File: config.mk
export PLATFORM = sky130hd
export DESIGN_NAME = seven_segment_scanner
export DESIGN_NICKNAME = d
export VERILOG_FILES = /design/src/rtl/seven_segment_scanner.sv
export SDC_FILE = /design/constraint.sdc
export NUM_CORES = 1
export LEC_CHECK = 0
export ABC_AREA = 0
export CAP_MARGIN = 20
export CORE_MARGIN = 5
export CORE_UTILIZATION = 58
export DETAILED_ROUTE_END_ITERATION = 7
export GPL_TIMING_DRIVEN = 0
export PLACE_DENSITY = 0.82
export SYNTH_ARGS = -nofsm -noshare
export SYNTH_HDL_FRONTEND = slang
export SYNTH_SLANG_ARGS = --single-unit
File: constraint.sdc
create_clock -name clk -period 6 [get_ports clk]
set_clock_uncertainty 0.15 [all_clocks]
set_input_delay 0.9 -clock clk [delete_from_list [all_inputs] [get_ports clk]]
set_output_delay 0.9 -clock clk [all_outputs]
set_load 0.01 [all_outputs]
File: src/rtl/seven_segment_scanner.sv
// Time-multiplexed hex driver for a common-anode seven-segment bank.
// Scans one digit per prescaler period with dead time, blanking, blink and a frame pulse.
module seven_segment_scanner #(
  parameter int unsigned DIGITS       = 8,
  parameter int unsigned CLK_DIV      = 50000,
  parameter int unsigned BLINK_FRAMES = 64,
  parameter int unsigned ACTIVE_LOW   = 1
) (
  input  logic                  clk,
  input  logic                  reset_n,
  input  logic [4*DIGITS-1:0]   in,
  input  logic                  load,
  input  logic                  blank_lz,
  input  logic                  blink_en,
  output logic [6:0]            seg_out,
  output logic [DIGITS-1:0]     an_out,
  output logic                  frame_pulse
);

  localparam int unsigned DW = 4 * DIGITS;
  localparam int unsigned IW = (DIGITS > 1) ? $clog2(DIGITS) : 1;
  localparam int unsigned PW = (CLK_DIV > 1) ? $clog2(CLK_DIV) : 1;
  localparam int unsigned BW = (BLINK_FRAMES > 1) ? $clog2(BLINK_FRAMES) : 1;
  localparam logic [6:0]        SEG_OFF = (ACTIVE_LOW != 0) ? 7'h7F : 7'h00;
  localparam logic [DIGITS-1:0] AN_OFF  = (ACTIVE_LOW != 0) ? '1 : '0;

  logic [DW-1:0]     disp_reg, disp_d;
  logic [PW-1:0]     prescaler, prescaler_d;
  logic [IW-1:0]     idx, idx_d;
  logic [BW-1:0]     blink_cnt, blink_cnt_d;
  logic              blink_phase, blink_phase_d;
  logic              dead, dead_d;
  logic              armed, armed_d;
  logic              frame_d;
  logic [6:0]        seg_d;
  logic [DIGITS-1:0] an_d;

  logic              tick, slot, wrap, blanked, off;
  logic [DW-1:0]     upper;
  logic [6:0]        seg_hi, seg_act;
  logic [DIGITS-1:0] an_act;

  function automatic logic [6:0] hex_to_seg(input logic [3:0] v);
    case (v)
      4'h0: hex_to_seg = 7'h3F;
      4'h1: hex_to_seg = 7'h06;
      4'h2: hex_to_seg = 7'h5B;
      4'h3: hex_to_seg = 7'h4F;
      4'h4: hex_to_seg = 7'h66;
      4'h5: hex_to_seg = 7'h6D;
      4'h6: hex_to_seg = 7'h7D;
      4'h7: hex_to_seg = 7'h07;
      4'h8: hex_to_seg = 7'h7F;
      4'h9: hex_to_seg = 7'h6F;
      4'hA: hex_to_seg = 7'h77;
      4'hB: hex_to_seg = 7'h7C;
      4'hC: hex_to_seg = 7'h39;
      4'hD: hex_to_seg = 7'h5E;
      4'hE: hex_to_seg = 7'h79;
      default: hex_to_seg = 7'h71;
    endcase
  endfunction

  // Next-state and output decode; a slot advance is suppressed while dead is
  // high so that CLK_DIV=1 alternates dead and lit cycles.
  always_comb begin
    disp_d        = disp_reg;
    prescaler_d   = prescaler;
    idx_d         = idx;
    blink_cnt_d   = blink_cnt;
    blink_phase_d = blink_phase;
    dead_d        = 1'b0;
    armed_d       = armed;
    frame_d       = 1'b0;

    tick = (prescaler == PW'(CLK_DIV - 1));
    slot = tick && !dead;
    wrap = slot && (idx == IW'(DIGITS - 1));

    if (load) disp_d = in;
    prescaler_d = tick ? '0 : prescaler + PW'(1);

    if (slot) begin
      idx_d   = wrap ? '0 : idx + IW'(1);
      dead_d  = 1'b1;
      armed_d = 1'b1;
    end

    if (wrap) begin
      frame_d = 1'b1;
      if (blink_cnt == BW'(BLINK_FRAMES - 1)) begin
        blink_cnt_d   = '0;
        blink_phase_d = !blink_phase;
      end else begin
        blink_cnt_d = blink_cnt + BW'(1);
      end
    end

    // Nibbles idx..DIGITS-1 shifted down; all-zero means a leading zero.
    upper   = disp_reg >> {idx, 2'b00};
    seg_hi  = hex_to_seg(upper[3:0]);
    blanked = blank_lz && (idx != '0) && (upper == '0);
    off     = !armed || dead || (blink_en && blink_phase);

    seg_act = (off || blanked) ? 7'h00 : seg_hi;
    an_act  = off ? '0 : (DIGITS'(1) << idx);

    seg_d = (ACTIVE_LOW != 0) ? ~seg_act : seg_act;
    an_d  = (ACTIVE_LOW != 0) ? ~an_act  : an_act;
  end

  always_ff @(posedge clk) begin
    if (!reset_n) begin
      disp_reg    <= '0;
      prescaler   <= '0;
      idx         <= '0;
      blink_cnt   <= '0;
      blink_phase <= 1'b0;
      dead        <= 1'b0;
      armed       <= 1'b0;
      frame_pulse <= 1'b0;
      seg_out     <= SEG_OFF;
      an_out      <= AN_OFF;
    end else begin
      disp_reg    <= disp_d;
      prescaler   <= prescaler_d;
      idx         <= idx_d;
      blink_cnt   <= blink_cnt_d;
      blink_phase <= blink_phase_d;
      dead        <= dead_d;
      armed       <= armed_d;
      frame_pulse <= frame_d;
      seg_out     <= seg_d;
      an_out      <= an_d;
    end
  end

endmodule
* After elaboration in Yosys (flattened, before gate mapping)
Memory sizes are Yosys's and may differ from the RTL's.
Cells that the tools add are included.
** Storage, ports and cells
- Register bits :: 76
- Memories :: 1
- Output and inout bits :: 16
- Bits in read-only memories :: 112
- Input bits :: 37
** Memories
- (name not given) :: depth 16, width 7, rd ports 1, clocked after Yosys merged registers in 0, write ports 0, line 44 : case (v)
** Cells by class
- Add/subtract/negate cells :: 3
- Reduce and logical (&&, ||, !) cells :: 15
- Bitwise gates (word level) :: 3
- Equality and inequality tests :: 3
- Multiplexer cells :: 6
- Shift-type cells :: 2
** Operators by type and width (count)
- $logic_not 32->1 :: 1
- $shr 32x5->32 :: 1
- $add 16x1->16 const B :: 1
- $eq 16x16->1 const B :: 1
- $mux 8 :: 1
- $not 8->8 :: 1
- $shl 1x3->8 const A :: 1
- $mux 7 :: 1
- $not 7->7 :: 1
- $add 6x1->6 const B :: 1
- $eq 6x6->1 const B :: 1
- $mux 6 :: 1
- $logic_and 1x1->1 :: 5
- $add 3x1->3 const B :: 1
- $eq 3x3->1 const B :: 1
- $logic_not 1->1 :: 3
- $logic_or 1x1->1 :: 3
- $mux 3 :: 1
- $reduce_bool 3->1 :: 1
- $mux 1 :: 2
- $reduce_and 2->1 :: 1
- $reduce_or 2->1 :: 1
- $not 1->1 :: 1

* Longest topological paths before layout
Gate-level depths: netlist of the first run.
- Word-level depth :: 6
- Mapped depth :: 11
- Mapped depth without buffers :: 9

* Worst setup path before layout of the first run
Ideal clock, no wire load.
- Path type :: flip-flop to flip-flop
- Start point :: register idx[0]
- End point :: register seg_out[5]
- Path buffers :: 2
- Setup time :: 0.079 ns
- Arrival :: 2.629 ns
- Data required time :: 5.771 ns
- Setup slack :: 3.142 ns
- Cell stages (with the launch flop) :: 12
- Cell sequence :: dfxtp_1 buf_6 buf_2 mux4_2 nand2_1 nand2_1 inv_1 ha_1 o311ai_0 or4_1 a22o_2 o211ai_1
** On the way
- Cells in the longest elaborated chain, start to end :: 6
- Elaborated cells on any way between the ends :: 9
** Ends and longest elaborated chain
- start, declared :: line 29 : logic [IW-1:0] idx, idx_d;
- start signal, assigned :: line 127 : idx <= idx_d;
- parallel branches: the longest is 4 deep, another holds $mem_v2 16x7
- $mux 7 * :: line 105 : seg_act = (off || blanked) ? 7'h00 : seg_hi;
- $not 7->7 * :: line 108 : seg_d = (ACTIVE_LOW != 0) ? ~seg_act : seg_act;
- end signal, assigned :: line 133 : seg_out <= seg_d;
- end, declared :: line 15 : output logic [6:0] seg_out,
Mark *: on every way between the ends.
A chain may end at the register's enable or synchronous reset.

* Worst setup path in the final report of the first run
- Start point :: register idx[1]
- End point :: register seg_out[5]
Same word-level chain as after synthesis.

==> results of run 1 <==
## metrics by stage
stage	utilization [%]	worst slack [ns]	hold WS, ns	area, µm²
floorplan	-	3.14	0.268	3590
global placement	70.4	2.83	0.281	4190
detailed placement	70.4	2.80	0.296	4190
CTS	73.6	2.77	0.319	4380
global route	73.6	2.59	0.338	4380
finish	73.6	2.78	0.325	4380
## cells in the mapped netlist (2+ instances only)
| cell type | instances | area share [%] |
|---|---|---|
| a211oi_1 | 3 | 0.63 |
| a21oi_1 | 6 | 0.84 |
| a32oi_1 | 2 | 0.49 |
| and2_1 | 8 | 1.4 |
| and3_1 | 5 | 0.87 |
| buf_1 | 3 | 0.31 |
| buf_2 | 4 | 0.56 |
| clkbuf_1 | 8 | 0.84 |
| dfxtp_1 | 76 | 42 |
| ha_1 | 14 | 4.9 |
| inv_1 | 7 | 0.73 |
| mux2_2 | 3 | 0.94 |
| mux2i_1 | 38 | 11 |
| mux4_1 | 5 | 3.7 |
| mux4_2 | 4 | 2.5 |
| nand2_1 | 30 | 3.1 |
| nand2_2 | 2 | 0.35 |
| nand3_1 | 8 | 1.1 |
| nand4_1 | 6 | 1.0 |
| nor2_1 | 25 | 2.6 |
| nor2b_1 | 34 | 5.9 |
| nor3_1 | 4 | 0.56 |
| nor4_1 | 8 | 1.4 |
| nor4bb_1 | 2 | 0.56 |
| o211ai_1 | 4 | 0.84 |
| o21a_1 | 2 | 0.42 |
| o21ai_0 | 6 | 0.84 |
| o221ai_1 | 2 | 0.49 |
| or3_1 | 5 | 0.87 |
| xnor2_1 | 7 | 1.7 |
| xor2_1 | 10 | 2.4 |
## worst register-to-register path, stage by stage (launching register included)
cell,delay (ns)
dfxtp_1,0.48
buf_2,0.28
buf_2,0.26
mux4_2,0.33
nand2_1,0.08
nand2_1,0.15
inv_1,0.17
ha_1,0.19
o311ai_0,0.11
or4_1,0.54
a22o_2,0.28
o211ai_1,0.10
## layout make-up
type | count | area share [%]
plain buffers | 16 | 1.66
clock buffers | 9 | 2.83
clock inverters | 6 | 1.51
inverters | 7 | 0.600
multi-input cells | 259 | 44.9
flip-flops and latches | 76 | 34.7
well taps | 75 | 2.14
repair buffers | 51 | 11.7
## how the worst max path moves through the flow
stage,endpoint,slack [ns],depth (start not counted)
3_5_place_dp,seg_out[5],2.80,11
4_1_cts,seg_out[5],2.77,11
6_report,seg_out[5],2.78,11
2_1_floorplan,seg_out[5],3.14,11
3_3_place_gp,seg_out[5],2.83,11
5_1_grt,seg_out[6],2.59,11
## power by group through the flow
stage	Sequential (mW)	Clock (mW)	Combinational [mW]
floorplan	0.539	0	0.0638
global placement	0.544	0	0.0967
detailed placement	0.545	0	0.100
CTS	0.533	0.385	0.102
global route	0.535	0.409	0.111
finish	0.533	0.377	0.102
## cell usage in the layout, fill, tap and decap left out, drive strengths merged, types with 4 or more instances in the layout
cell type      netlist  final
a21oi                6      6
and2                 8      8
and3                 5      5
buf                  8      8
clkbuf               8     17
clkdlybuf4s50        0     51
clkinv               0      5
dfxtp               76     76
ha                  14     14
inv                  7      7
mux2i               38     38
mux4                 9      9
nand2               33     33
nand3                8      8
nand4                6      6
nor2                25     25
nor2b               34     34
nor3                 4      4
nor4                 8      8
o211ai               4      4
o21ai                7      7
or3                  5      5
xnor2                7      7
xor2                10     10
## logic make-up after synthesis
| kind of cell | after synthesis | share of synthesized area [%] |
|---|---|---|
| compound gates | 34 | 6.49 |
| xor+xnor | 17 | 4.15 |
| buf+inv | 23 | 2.76 |
| flops | 76 | 42.4 |
| simple gates | 144 | 21.6 |
| mux | 50 | 17.7 |
| fa+ha+maj | 14 | 4.88 |
## routing by layer
layer	up-vias	part of all wire, %
li1	1388	-
met1	1364	45
met2	74	49
met3	11	4.9
met4	0	1.1
met5	-	0
==> results.sh, run 1 <==
export IMPL_p_sw_share_pct=24.3
export IMPL_routabilityCongestion=0.838
export IMPL_syn_to_final_growth_pct=22.1
export IMPL_met3_usage_pct=3.63
export IMPL_grtUsageMet1_pct=26.2
export IMPL_hpwl_mm=5.78
export IMPL_ff_latch_area_um2=1520
export IMPL_synth_warnings=0
export IMPL_path_clk_slew_ns=0.08
export IMPL_synthArstFlopShare_pct=0
export IMPL_grt_pass1_vias=2799
export IMPL_final_layout_size_suffix_gt1_share_pct=7.55
export IMPL_grt_pass1_wl_mm=12.9
export IMPL_p_switching_mw=0.246
export IMPL_grt_overflow_total=0
export IMPL_multi_input_area_um2=1970
export IMPL_cts_root_buf="clkbuf_8"
export IMPL_slew_viol_final=0
export IMPL_leakage_nw=1.74
export IMPL_n_antenna_cell=0
export IMPL_hold_depth=1
export IMPL_p_int_mw=0.767
export IMPL_die_y_um=88.6
export IMPL_drtIter0Drc=104
export IMPL_synth_nets=409
export IMPL_seq_power_share_pct=52.7
export IMPL_path_buf_inv=3
export IMPL_rrSetupSlack_ns=2.78
export IMPL_ys_seq_area_share_pct=42.4
export IMPL_clock_fmax_mhz=310
export IMPL_min_to="armed"
export IMPL_synth_cell_types=48
export IMPL_nNetsFinal=471
export IMPL_dr_pass1_iters=4
export IMPL_rr_worst_depth=11
export IMPL_io_buffers=51
export IMPL_ys_flop_type="dfxtp_1"
export IMPL_critPathTopFamily="simple AND/OR/NAND/NOR gates"
export IMPL_ir_drop_mv=0.139
export IMPL_critPathMaxFanout=10
export IMPL_io_pins=53
export IMPL_wl_mm=7.56
export IMPL_min_path_type="register to register"
export IMPL_reg2reg_to="seg_out[5]"
export IMPL_total_power_mw=1.01
export IMPL_rsz0062_at_grt="no"
export IMPL_combPwrFrac_pct=10.1
export IMPL_viasPerCell=5.69
export IMPL_cp_slowest_stage_delay_ns=0.54
export IMPL_dp_cells=484
export IMPL_busiest_layer="met2"
export IMPL_ys_seq_elements=76
export IMPL_power_density_nw_per_um2=231
export IMPL_relSlewSlack_pct=44.2
export IMPL_crit_type="register to register"
export IMPL_finalHoldViolCount=0
export IMPL_dr_total_vias=2837
export IMPL_cts_buffers=9
export IMPL_synth_area_um2=3590
export IMPL_tightest_slew_ns=0.832
export IMPL_hold_path_startpoint="armed"
export IMPL_syn_inst=358
export IMPL_finalSetupViolCount=0
export IMPL_setup_tns_final_ns=0
export IMPL_fill_cells=473
export IMPL_crit_path_cell_trace="buf_2 -> buf_2 -> mux4_2 -> nand2_1 -> nand2_1 -> inv_1 -> ha_1 -> o311ai_0 -> or4_1 -> a22o_2 -> o211ai_1"
export IMPL_status="complete, no violations"
export IMPL_layoutNonFillerInstCount=499
export IMPL_die_w_um=88.6
export IMPL_worstPathArrival_ns=3.33
export IMPL_reg2reg_from="idx[1]"
export IMPL_ctsResizeCount=0
export IMPL_htreeDepth=3
export IMPL_worstSetupEndpointType="register"
export IMPL_postSynthAreaPerCell_um2=10.0
export IMPL_met2_usage_pct=36.0
export IMPL_fin_crit_sh_pct=53.7
export IMPL_drtAntennaViolNets=0
export IMPL_grt_total_usage_pct=21.0
export IMPL_core_region_area_um2=5960
export IMPL_start_util_pct=60.2
export IMPL_synth_edff_count=0
export IMPL_die_area_um2=7860
export IMPL_cp_slowest_cell="or4_1"
export IMPL_cts_sinks=76
export IMPL_pwr_share_clk_pct=37.3
export IMPL_max_cap_violations=0
export IMPL_start_kind="register"
export IMPL_cts_buffer_depth=2
export IMPL_cts_setup_buffers=0
export IMPL_cts_tree="done"
export IMPL_hold_buffers=0
export IMPL_crit_required_ns=6.11
export IMPL_worstSetupStartpoint="idx[1]"
export IMPL_antenna_found_initial=0
export IMPL_drc=0
export IMPL_rows=28
export IMPL_min_period_ns=3.22
export IMPL_wl_per_cell_um=15.2
export IMPL_grt_max_degree=14
export IMPL_largest_reg_flops=32
export IMPL_worst_skew_pair_late_latency_ns=0.34
No activity file was read; power rests on OpenSTA's default activity.
==> inputs of run 2 (changes only) <==
--- a/config.mk
+++ b/config.mk
@@ -8,10 +8,10 @@
 export ABC_AREA = 0
 export CAP_MARGIN = 20
 export CORE_MARGIN = 5
-export CORE_UTILIZATION = 58
+export CORE_UTILIZATION = 49
 export DETAILED_ROUTE_END_ITERATION = 7
 export GPL_TIMING_DRIVEN = 0
-export PLACE_DENSITY = 0.82
+export PLACE_DENSITY = 0.73
 export SYNTH_ARGS = -nofsm -noshare
 export SYNTH_HDL_FRONTEND = slang
 export SYNTH_SLANG_ARGS = --single-unit
==> constraint.sdc (replaced) <==
create_clock -name clk -period 2.8 [get_ports clk]
set_clock_uncertainty 0.15 [all_clocks]
set_input_delay 0.42 -clock clk [delete_from_list [all_inputs] [get_ports clk]]
set_output_delay 0.42 -clock clk [all_outputs]
set_load 0.01 [all_outputs]
==> run 2 against run 1 <==
Effect of this change:
- wire length is 1.9% higher
- final area is 3.9% higher
- register-to-register slack worse by 2.7 ns
- clock-buffer cell count is 4 higher
- setup slack worse by 2.7 ns
- die area is 16% higher
- critical path type unchanged
- largest cell class unchanged
- largest power group unchanged
==> results.sh, run 2 (synthesized netlist as in run 1, its figures left out) <==
export IMPL_n_antenna_cell=0
export IMPL_die_area_um2=9130
export IMPL_cts_sinks=76
export IMPL_worst_skew_pair_late_latency_ns=0.35
export IMPL_cts_buffers=9
export IMPL_largest_reg_flops=32
export IMPL_hpwl_mm=5.50
export IMPL_antenna_found_initial=0
export IMPL_core_region_area_um2=7180
export IMPL_syn_to_final_growth_pct=27.0
export IMPL_clock_fmax_mhz=363
export IMPL_leakage_nw=1.79
export IMPL_io_pins=53
export IMPL_min_path_type="register to register"
export IMPL_grt_total_usage_pct=18.4
export IMPL_cts_buffer_depth=2
export IMPL_start_util_pct=50.0
export IMPL_status="complete, no violations"
export IMPL_path_clk_slew_ns=0.08
export IMPL_path_buf_inv=2
export IMPL_htreeDepth=3
export IMPL_die_w_um=95.6
export IMPL_cts_root_buf="clkbuf_8"
export IMPL_critPathMaxFanout=7
export IMPL_hold_slack_ns=0.319
export IMPL_relSlewSlack_pct=48.6
export IMPL_drc=0
export IMPL_dr_total_vias=2749
export IMPL_die_y_um=95.6
export IMPL_rsz0062_at_grt="yes"
export IMPL_start_kind="register"
export IMPL_layoutNonFillerInstCount=532
export IMPL_cp_num_cells=10
export IMPL_grt_pass1_wl_mm=13.0
export IMPL_routabilityCongestion=0.897
export IMPL_worstPathArrival_ns=2.87
export IMPL_wl_mm=7.71
export IMPL_power_density_nw_per_um2=489
export IMPL_grt_max_degree=13
export IMPL_tightest_slew_ns=0.767
export IMPL_final_layout_size_suffix_gt1_share_pct=11.1
export IMPL_finalHoldViolCount=0
export IMPL_crit_type="register to register"
export IMPL_reg2reg_from="idx[0]"
export IMPL_dr_pass1_iters=4
export IMPL_worstSetupEndpoint="seg_out[6]"
export IMPL_drtAntennaViolNets=0
export IMPL_rows=31
export IMPL_grt_overflow_total=0
export IMPL_wl_per_cell_um=14.5
export IMPL_fin_crit_sh_pct=98.3
export IMPL_grt_pass1_vias=2738
export IMPL_crit_path_cell_trace="buf_8 -> buf_12 -> mux4_2 -> nand2_2 -> and2_4 -> ha_4 -> o311ai_1 -> or4_1 -> a22o_4 -> o211ai_1"
export IMPL_final_common_cell="dfxtp_1"
export IMPL_final_core_util_pct=63.5
export IMPL_dp_cells=508
export IMPL_nNetsFinal=479
export IMPL_mostFrequentLayoutCells="dfxtp_1 (74), clkdlybuf4s50_1 (51), mux2i_1 (38)"
export IMPL_max_cap_violations=0
export IMPL_rr_worst_depth=10
export IMPL_post_place_ws_ns=-0.423
export IMPL_io_buffers=51
export IMPL_cts_tree="done"
export IMPL_cp_slowest_cell="or4_1"
export IMPL_fill_cells=597
export IMPL_ir_drop_mv=0.324
export IMPL_crit_required_ns=2.92
export IMPL_rrSetupSlack_ns=0.05
export IMPL_setup_tns_final_ns=0
export IMPL_cp_slowest_stage_delay_ns=0.56
export IMPL_setup_ws_ns=0.0470
export IMPL_slew_viol_final=0
export IMPL_worstSetupEndpointType="register"
export IMPL_reg2reg_to="seg_out[6]"
export IMPL_viasPerCell=5.17
export IMPL_hold_buffers=0
export IMPL_critPathTopFamily="simple AND/OR/NAND/NOR gates"
export IMPL_drtIter0Drc=204
export IMPL_worstSetupStartpoint="idx[0]"
export IMPL_finalSetupViolCount=0
export IMPL_min_period_ns=2.75
## run 2: repair_timing
action | in CTS | in global routing
pin swaps | 2 | 6
setup endpoints to repair | 7 | 7
resized for setup | 10 | 10
setup buffers | 2 | 6
## run 2: final cells by class
| class | instances | area [µm²] | share of cell area (%) |
|---|---|---|---|
| sequential | 76 | 1530 | 33.5 |
| buffer | 16 | 100 | 2.20 |
| clock buffer | 13 | 159 | 3.49 |
| timing repair buffer | 59 | 571 | 12.5 |
| clock inverter | 3 | 45.0 | 0.989 |
| multi-input combinational | 259 | 2000 | 44.0 |
| inverter | 7 | 26.3 | 0.577 |
| tap | 99 | 124 | 2.72 |
## run 2: worst min-delay path by stage
stage | startpoint | slack (ns) | cells past startpoint | to
after global placement | prescaler[0] | 0.29 | 1 | prescaler[0]
after global routing | prescaler[0] | 0.34 | 1 | prescaler[0]
after CTS | prescaler[0] | 0.33 | 1 | prescaler[0]
final | prescaler[0] | 0.32 | 1 | prescaler[0]
after floorplan | prescaler[0] | 0.27 | 1 | prescaler[0]
after detailed placement | prescaler[0] | 0.32 | 1 | prescaler[0]
## run 2: power breakdown
part	internal, mW	switching (mW)
Combinational	0.130	0.0980
Sequential	1.11	0.0308
Clock	0.461	0.395
## run 2: metal layers
metal  global-route usage (%)  vias up  part of all wire [%]
li1                         -     1403                     -
met1                     23.1     1262                    45
met2                     29.8       75                    48
met3                     6.39        9                   5.3
met4                     5.33        0                   1.3
met5                        0        -                     0
## run 2: per-stage QoR
step | total power, mW | cell area (µm²)
after global routing | 2.32 | 4550
after CTS | 2.24 | 4470
after detailed placement | 1.38 | 4220
after floorplan | 1.29 | 3590
after global placement | 1.37 | 4220
final | 2.23 | 4550
==> inputs of run 3 (changes only) <==
--- a/config.mk
+++ b/config.mk
@@ -6,7 +6,6 @@
 export NUM_CORES = 1
 export LEC_CHECK = 0
 export ABC_AREA = 0
-export CAP_MARGIN = 20
 export CORE_MARGIN = 5
 export CORE_UTILIZATION = 49
 export DETAILED_ROUTE_END_ITERATION = 7
==> results of run 3 <==
Final layout, timing and power as in run 2 (identical DEF).
